===== src/rtl/fetch_pc_seq.sv =====
// Fetch-stage PC sequencer with opcode/immediate pre-decode, zero-bubble
// taken-prediction redirect, epoch-tagged flush and a 2-entry decode buffer.
module fetch_pc_seq #(
    parameter int unsigned     XLEN    = 32,
    parameter logic [XLEN-1:0] PC_INIT = {XLEN{1'b0}}
) (
    input  logic            clk,
    input  logic            aresetn,
    output logic            o_imem_req,
    output logic [XLEN-1:0] o_imem_addr,
    input  logic [XLEN-1:0] i_imem_rdata,
    output logic            o_is_op_jal,
    output logic            o_is_op_branch,
    output logic [XLEN-1:0] o_immJ,
    output logic [XLEN-1:0] o_immB,
    output logic            o_instr_valid,
    output logic [XLEN-1:0] o_pc,
    input  logic [XLEN-1:0] i_branch_pc,
    input  logic            i_branch_taken,
    input  logic            i_flush,
    input  logic [XLEN-1:0] i_flush_pc,
    output logic            o_du_valid,
    input  logic            i_du_ready,
    output logic [XLEN-1:0] o_du_instr,
    output logic [XLEN-1:0] o_du_pc,
    output logic            o_du_pred_taken
);

    localparam logic [6:0]      OP_JAL    = 7'b1101111;
    localparam logic [6:0]      OP_BRANCH = 7'b1100011;
    localparam logic [XLEN-1:0] PC_STEP   = XLEN'(3'd4);

    logic [XLEN-1:0] r_pc;
    logic            r_ep;
    logic            r_infl;
    logic [XLEN-1:0] r_infl_pc;
    logic            r_infl_ep;
    logic [1:0]      r_cnt;
    logic            r_rd_ptr;
    logic            r_wr_ptr;
    logic [XLEN-1:0] r_fifo_pc    [2];
    logic [XLEN-1:0] r_fifo_instr [2];
    logic            r_fifo_pt    [2];

    logic            w_rsp_ok;
    logic            w_du_valid;
    logic            w_deq;
    logic            w_push;
    logic [XLEN-1:0] w_fa;
    logic [2:0]      w_credit;
    logic            w_req;
    logic [1:0]      w_cnt_nxt;

    // A response is only usable if its epoch matches and no flush is killing it
    assign w_rsp_ok   = r_infl & (r_infl_ep == r_ep) & ~i_flush;
    assign w_du_valid = (r_cnt != 2'd0) & ~i_flush;
    assign w_deq      = w_du_valid & i_du_ready;
    assign w_push     = w_rsp_ok;
    assign w_fa       = (w_rsp_ok & i_branch_taken) ? i_branch_pc : r_pc;

    // Occupancy after this cycle's pop plus the outstanding response must leave room
    assign w_credit   = {1'b0, r_cnt} + {2'b00, r_infl} - {2'b00, w_deq};
    assign w_req      = ~i_flush & (w_credit <= 3'd1);

    assign o_imem_req     = w_req;
    assign o_imem_addr    = w_fa;
    assign o_instr_valid  = w_rsp_ok;
    assign o_pc           = r_infl_pc;
    assign o_is_op_jal    = (i_imem_rdata[6:0] == OP_JAL);
    assign o_is_op_branch = (i_imem_rdata[6:0] == OP_BRANCH);
    assign o_immJ = {{(XLEN-20){i_imem_rdata[31]}}, i_imem_rdata[19:12],
                     i_imem_rdata[20], i_imem_rdata[30:21], 1'b0};
    assign o_immB = {{(XLEN-12){i_imem_rdata[31]}}, i_imem_rdata[7],
                     i_imem_rdata[30:25], i_imem_rdata[11:8], 1'b0};

    assign o_du_valid      = w_du_valid;
    assign o_du_instr      = r_fifo_instr[r_rd_ptr];
    assign o_du_pc         = r_fifo_pc[r_rd_ptr];
    assign o_du_pred_taken = w_du_valid & r_fifo_pt[r_rd_ptr];

    // Next buffer occupancy from simultaneous push/pop
    always_comb begin
        w_cnt_nxt = r_cnt;
        case ({w_push, w_deq})
            2'b10:   w_cnt_nxt = r_cnt + 2'd1;
            2'b01:   w_cnt_nxt = r_cnt - 2'd1;
            default: w_cnt_nxt = r_cnt;
        endcase
    end

    // Fetch control state; a flush overrides prediction, enqueue and dequeue
    always_ff @(posedge clk or negedge aresetn) begin
        if (!aresetn) begin
            r_pc      <= PC_INIT;
            r_ep      <= 1'b0;
            r_infl    <= 1'b0;
            r_infl_pc <= {XLEN{1'b0}};
            r_infl_ep <= 1'b0;
            r_cnt     <= 2'd0;
            r_rd_ptr  <= 1'b0;
            r_wr_ptr  <= 1'b0;
        end else if (i_flush) begin
            r_pc      <= i_flush_pc;
            r_ep      <= ~r_ep;
            r_infl    <= 1'b0;
            r_cnt     <= 2'd0;
            r_rd_ptr  <= 1'b0;
            r_wr_ptr  <= 1'b0;
        end else begin
            r_pc      <= w_req ? (w_fa + PC_STEP) : w_fa;
            r_infl    <= w_req;
            r_infl_pc <= w_fa;
            r_infl_ep <= r_ep;
            r_cnt     <= w_cnt_nxt;
            if (w_push) r_wr_ptr <= ~r_wr_ptr;
            if (w_deq)  r_rd_ptr <= ~r_rd_ptr;
        end
    end

    // Buffer storage, written at the tail for every accepted response
    always_ff @(posedge clk or negedge aresetn) begin
        if (!aresetn) begin
            for (int i = 0; i < 2; i++) begin
                r_fifo_pc[i]    <= {XLEN{1'b0}};
                r_fifo_instr[i] <= {XLEN{1'b0}};
                r_fifo_pt[i]    <= 1'b0;
            end
        end else if (w_push) begin
            r_fifo_pc[r_wr_ptr]    <= r_infl_pc;
            r_fifo_instr[r_wr_ptr] <= i_imem_rdata;
            r_fifo_pt[r_wr_ptr]    <= i_branch_taken;
        end
    end

endmodule


===== config.mk =====
export PLATFORM = sky130hd
export DESIGN_NAME = fetch_pc_seq
export DESIGN_NICKNAME = d
export VERILOG_FILES = /design/src/rtl/fetch_pc_seq.sv
export SDC_FILE = /design/constraint.sdc
export NUM_CORES = 1
export LEC_CHECK = 0
export CAP_MARGIN = 20
export CORE_ASPECT_RATIO = 0.9
export CORE_MARGIN = 1
export CORE_UTILIZATION = 52
export CTS_BUF_LIST = sky130_fd_sc_hd__clkbuf_8
export DETAILED_ROUTE_END_ITERATION = 10
export GPL_TIMING_DRIVEN = 0
export HOLD_SLACK_MARGIN = 0.1
export PLACE_DENSITY = 0.87
export SYNTH_ARGS = -nofsm -noshare
export SYNTH_HDL_FRONTEND = slang
export SYNTH_SLANG_ARGS = --single-unit
export TNS_END_PERCENT = 10

===== constraint.sdc =====
create_clock -name clk -period 5.45 [get_ports clk]
set_input_delay 1.09 -clock clk [delete_from_list [all_inputs] [get_ports clk]]
set_output_delay 1.09 -clock clk [all_outputs]
set_load 0.01 [all_outputs]

==> Word level (Yosys, flattened, before mapping) <==
Index checks and enable logic that the tools add are counted.
Widths: inputs -> output; s select.
{ "op_classes": {"n_addsub": 5, "multipliers": 0, "n_div": 0, "order_cmp": 4, "eq_ne": 5, "shifts": 0, "mux": 26, "n_bitwise": 13, "reduce_logical": 5} }
{ "op_table": {"columns": ["cell", "n"], "rows": [
  ["$mux 32", 10],
  ["$bwmux 64", 2],
  ["$add 32x3->32 const B", 1],
  ["$demux 32 s1", 1],
  ["$eq 7x7->1 const B", 2],
  ["$mux 1", 9],
  ["$and 1x1->1", 7],
  ["$reduce_bool 2->1", 3],
  ["$ge 2x2->1 const B", 2],
  ["$not 1->1", 4],
  ["$not 1->2", 2],
  ["$pmux 2 s2", 1],
  ["$add 2x1->3", 1],
  ["$le 3x1->1 const B", 1],
  ["$reduce_bool 3->1", 1],
  ["$sub 3x1->3", 1],
  ["$add 2x1->2 const B", 1],
  ["$bwmux 2", 1],
  ["$eq 2x1->1 const B", 1],
  ["$eq 2x2->1 const B", 1],
  ["$lt 2x1->1 const B", 1],
  ["$mux 2", 1],
  ["$sub 2x1->2 const B", 1],
  ["$demux 1 s1", 1],
  ["other kinds (2)", 2]
]} }
{ "totals": {"register_bits": 201, "latchBits": 0, "ramBits": 0, "romBits": 0, "input_bits": 101, "output_inout_bits": 198, "memories": 0} }

==> Depth between registers and ports, before layout <==
{ "depth": {"ltp_word": 8, "depth_mapped": 16, "mapped_depth_nobuf": 15} }

==> Worst setup path after synthesis <==
OpenSTA, ideal clock, no wires.
{ "synth_timing": {"path_type": "input port to flip-flop", "startpoint": "in i_flush", "endpoint": "reg r_pc[26]", "setup_time_ps": 95, "arrival_ps": 4233, "required_ps": 5355, "path_slack_ps": 1122, "stages": 15, "path_cell_list": "buf_2 -> nor2_1 -> nand2_1 -> inv_1 -> ha_1 -> inv_1 -> ha_1 -> inv_1 -> fa_1 -> nor2b_1 -> nand3_2 -> or4_1 -> a221oi_4 -> a21oi_1 -> o31ai_1"} }
{ "synth_via": {"elab_chain_cells": 8, "elab_cells_between_ends": 12} }
{ "synth_rtl": {"columns": ["element", "line", "rtl"], "rows": [
  ["start: declaration", "20", "input logic i_flush,"],
  ["$not 1->1", "56", "assign w_du_valid = (r_cnt != 2'd0) & ~i_flush;"],
  ["$and 1x1->1", "56", null],
  ["via o_du_valid", "22", "output logic o_du_valid,"],
  ["$and 1x1->1", "57", "assign w_deq = w_du_valid & i_du_ready;"],
  ["$sub 3x1->3", "62", "assign w_credit = {1'b0, r_cnt} + {2'b00, r_infl} - {2'b00, w_deq};"],
  ["$le 3x1->1", "63", "assign w_req = ~i_flush & (w_credit <= 3'd1);"],
  ["$and 1x1->1", "63", null],
  ["$mux 32", "110", "r_pc <= w_req ? (w_fa + PC_STEP) : w_fa;"],
  ["$mux 32", "102", "end else if (i_flush) begin"],
  ["end signal: assignment", "103", "r_pc <= i_flush_pc;"],
  ["end signal: assignment", "110", null],
  ["end: declaration", "33", "logic [XLEN-1:0] r_pc;"]
]} }
The timed path passes the listed nets, and every way through them passes these cells.
A chain may end at the register's enable or synchronous reset.

==> Worst setup path in the final report <==
{ "layout_timing": {"startpoint": "in i_branch_taken", "endpoint": "out o_imem_addr[2]"} }
{ "layout_via": {"elab_chain_cells": 2} }
{ "layout_rtl": {"columns": ["element", "line", "rtl"], "rows": [
  ["start: declaration", "19", "input logic i_branch_taken,"],
  ["$and 1x1->1", "59", "assign w_fa = (w_rsp_ok & i_branch_taken) ? i_branch_pc : r_pc;"],
  ["$mux 32", "59", null],
  ["end: declaration", "10", "output logic [XLEN-1:0] o_imem_addr,"]
]} }
No other way between the ends.

==> impl_metrics.yaml <==
detailed_routing:
  num_vias: 8224
  viasPerCell: 5.53
  firstDrtPassIters: 5
  drc_errors: 0
  wirelength_um: 29200
  antenna_left: 0
  wl_per_cell_um: 19.6
  drt_iter0_drc: 513
final_layout:
  areaGrowthSynthToFinish_pct: 39.2
  drive_gt1_share_pct: 29.7
  fillers: 1359
  fin_nets: 1318
placement:
  place.gp.congestion: 0.922
  port_buffers: 296
  place_ws_ns: -0.175
  dp_hpwl_um: 20800
timing:
  fin_skew_ns: 0.0416
  post-route-min-period_ns: 5.32
  layout_setup_ws_ns: 0.134
  finalCritPeriodShare_pct: 97.5
  worstMarginPinSlew_ns: 0.943
  fmax_ghz: 0.188
  finalSetupTns_ns: 0
  hold_violations: 0
  finalSetupViolCount: 0
  relSlewSlack_pct: 37.1
  slew_viol_final: 0
clock_tree:
  cts_tree: "built"
  clockRootBuffer: "clkbuf_8"
  path_clk_slew_ns: 0.06
  cts_buffers: 35
  clkLatencyLatePin_ns: 0.53
  clockBufferDepth: 3
  cts_sinks: 201
  htreeDepth: 2
  postCtsSetupRepairBufs: 0
yosys:
  ys_ff_latch: 201
  syn_inst: 877
  synth-main-ff-cell: "dfrtp_1"
  async_reset_ff_share_pct: 100
  yosysSeqAreaShare_pct: 49.1
  synth_cell_type_count: 54
  avgSynthCellArea_um2: 11.7
  yosysWarnings: 0
  synth_area_mm2: 0.0102
  synth-edff-count: 0
grt:
  antenna_found_initial: 1
  overflow: 0
  grtUsageTotal_pct: 28.8
  grt_pass1_wl_um: 44600
  grt_pass1_vias: 8161
  grt_max_degree: 123
setup_path:
  crit_fanout: 10
  cp_slowest_cell: "clkdlybuf4s50_1"
  worstSetupPathType: "input port to primary output"
  crit_family: "buffers and inverters"
  arrival_ns: 4.23
  cp_num_buf_inv: 5
  cp-start-kind: "input port"
  path_common_cell: "nand2_1"
  path_cells: "clkdlybuf4s50_1 -> and3b_1 -> buf_2 -> nand2_1 -> clkbuf_1 -> buf_1 -> nand2_1 -> nand2_1 -> clkdlybuf4s50_1"
  worst_ep_required_time_ns: 4.36
  end_kind: "primary output"
  max_stage_delay_ns: 0.59
die:
  die_x_um: 150
  io_pins: 299
  initial_core_util_pct: 53.3
  fp.dieH_um: 135
  core-area_mm2: 0.0192
  fp-row-count: 48
  die_area_mm2: 0.0203
min_path:
  hold_path.class: "flip-flop to flip-flop"
pwr:
  power.density_mw_per_mm2: 469
  peakVddDrop_mv: 0.308
  leakage_nw: 6.18
status:
  status: "finished, final reports clean"
job:
  cap_violations: 0
## tightest hold or removal path, cell delays in order, from the launching register on
cell     delay, ns
dfrtp_1       0.34
nand2_1       0.05
o21ai_0       0.06
## cell families (layout without fill, tap and decap cells)
kind of cell	after synthesis	in the layout	share of synthesized area, %
mux	236	236	25.8
flops	201	201	49.1
simple gates	199	199	9.10
buf+inv	126	483	7.18
compound gates	84	84	5.87
xor+xnor	26	26	2.37
fa+ha+maj	4	4	0.562
other cells	1	3	0.0366
## repair_timing
item	CTS	global route
hold buffers	0	0
setup endpoints to repair	0	2
resized for setup	0	4
## sequential cells by signal, summed over array words and instances, names as in the netlist
signal and count:
r_fifo_instr 64, r_fifo_pc 64, o_pc 32, r_pc 32, r_cnt 2, r_fifo_pt 2, r_ep 1, r_infl 1
r_infl_ep 1, r_rd_ptr 1, r_wr_ptr 1
## layer usage
metal	vias up	part of all wire [%]	track usage, %
li1	3677	-	-
met1	4062	41	38.6
met2	402	47	46.1
met3	83	8.1	6.16
met4	0	3.2	10.5
met5	-	0	0
## worst paths after layout
kind	cells after the start	slack (ns)	startpoint	end
min reg2reg	2	0.48	r_fifo_pc[31]	r_fifo_pc[31]
max reg2reg	13	0.90	r_infl	r_pc[28]
max	9	0.13	i_branch_taken	o_imem_addr[2]
max in group asynchronous	2	3.88	aresetn	r_fifo_pc[35]
min	2	0.48	r_fifo_pc[31]	r_fifo_pc[31]
min in group asynchronous	1	0.64	aresetn	r_wr_ptr
## cells in the final DEF (no fill, tap or decap), types with 12 or more instances in the layout
cell type | synthesis | routed
a21oi_1 | 16 | 16
buf_1 | 12 | 12
buf_4 | 64 | 64
clkbuf_1 | 23 | 22
clkbuf_8 | 0 | 42
clkdlybuf4s50_1 | 0 | 295
dfrtp_1 | 201 | 201
inv_1 | 19 | 27
mux2_2 | 225 | 225
nand2_1 | 112 | 112
nand3_1 | 16 | 16
nor2_1 | 19 | 19
o21ai_0 | 34 | 34
xor2_1 | 13 | 13
## final cells by class
| type | instances | area (um2) | share of cell area, % |
|---|---|---|---|
| Tap cell | 250 | 313 | 2.19 |
| Buffer | 107 | 666 | 4.67 |
| Inverter | 19 | 71.3 | 0.500 |
| Clock inverter | 17 | 101 | 0.711 |
| Sequential cell | 201 | 5030 | 35.3 |
| Antenna cell | 1 | 2.50 | 0.0175 |
| Clock buffer | 42 | 578 | 4.05 |
| Timing Repair Buffer | 298 | 3010 | 21.1 |
| Multi-Input combinational cell | 551 | 4490 | 31.5 |
## where the power goes
part           leakage (nW)  switching (mW)  internal, mW
Sequential             2.47           0.343          2.08
Clock                 0.388           0.614         0.744
Combinational          3.33            1.22          1.69
## synthesized netlist by cell type (2+ instances only)
library cell,number,area [um2]
nor4b_1,2,17.5
nor3_1,10,50.1
dfrtp_1,201,5030
ha_1,3,37.5
mux2i_1,11,110
nor4_1,2,12.5
or4_4,2,22.5
a21oi_1,16,80.1
nor2b_1,2,12.5
nand4_1,11,68.8
xnor2_2,2,32.5
a211oi_1,2,15.0
a31oi_1,3,18.8
nand3_1,16,80.1
and3_1,9,56.3
nor3b_1,2,15.0
xor2_1,13,114
and4_1,3,26.3
a221oi_1,3,26.3
o21a_1,6,45.0
buf_6,2,22.5
o2111ai_1,2,17.5
nor2_1,19,71.3
xnor2_1,11,96.3
inv_1,19,71.3
nand2_1,112,420
a2111oi_4,3,82.6
mux2_2,225,2530
buf_4,64,480
clkbuf_1,23,86.3
buf_1,12,45.0
buf_2,6,30.0
o21ai_0,34,170
nand2b_1,2,12.5
o31ai_1,5,37.5
## per-stage QoR
step / power (mW) / utilization [%] / area [um2] / hold slack, ns / cells
floorplan: 3.91 / - / 10300 / 0.444 / 878
global placement: 5.22 / 70.4 / 13500 / 0.461 / 1424
detailed placement: 5.32 / 70.6 / 13600 / 0.469 / 1425
CTS: 6.72 / 74.1 / 14200 / 0.481 / 1484
global route: 7.04 / 74.2 / 14300 / 0.515 / 1486
finish: 6.69 / 74.2 / 14300 / 0.478 / 1486
Power figures use the tool's default switching activity.
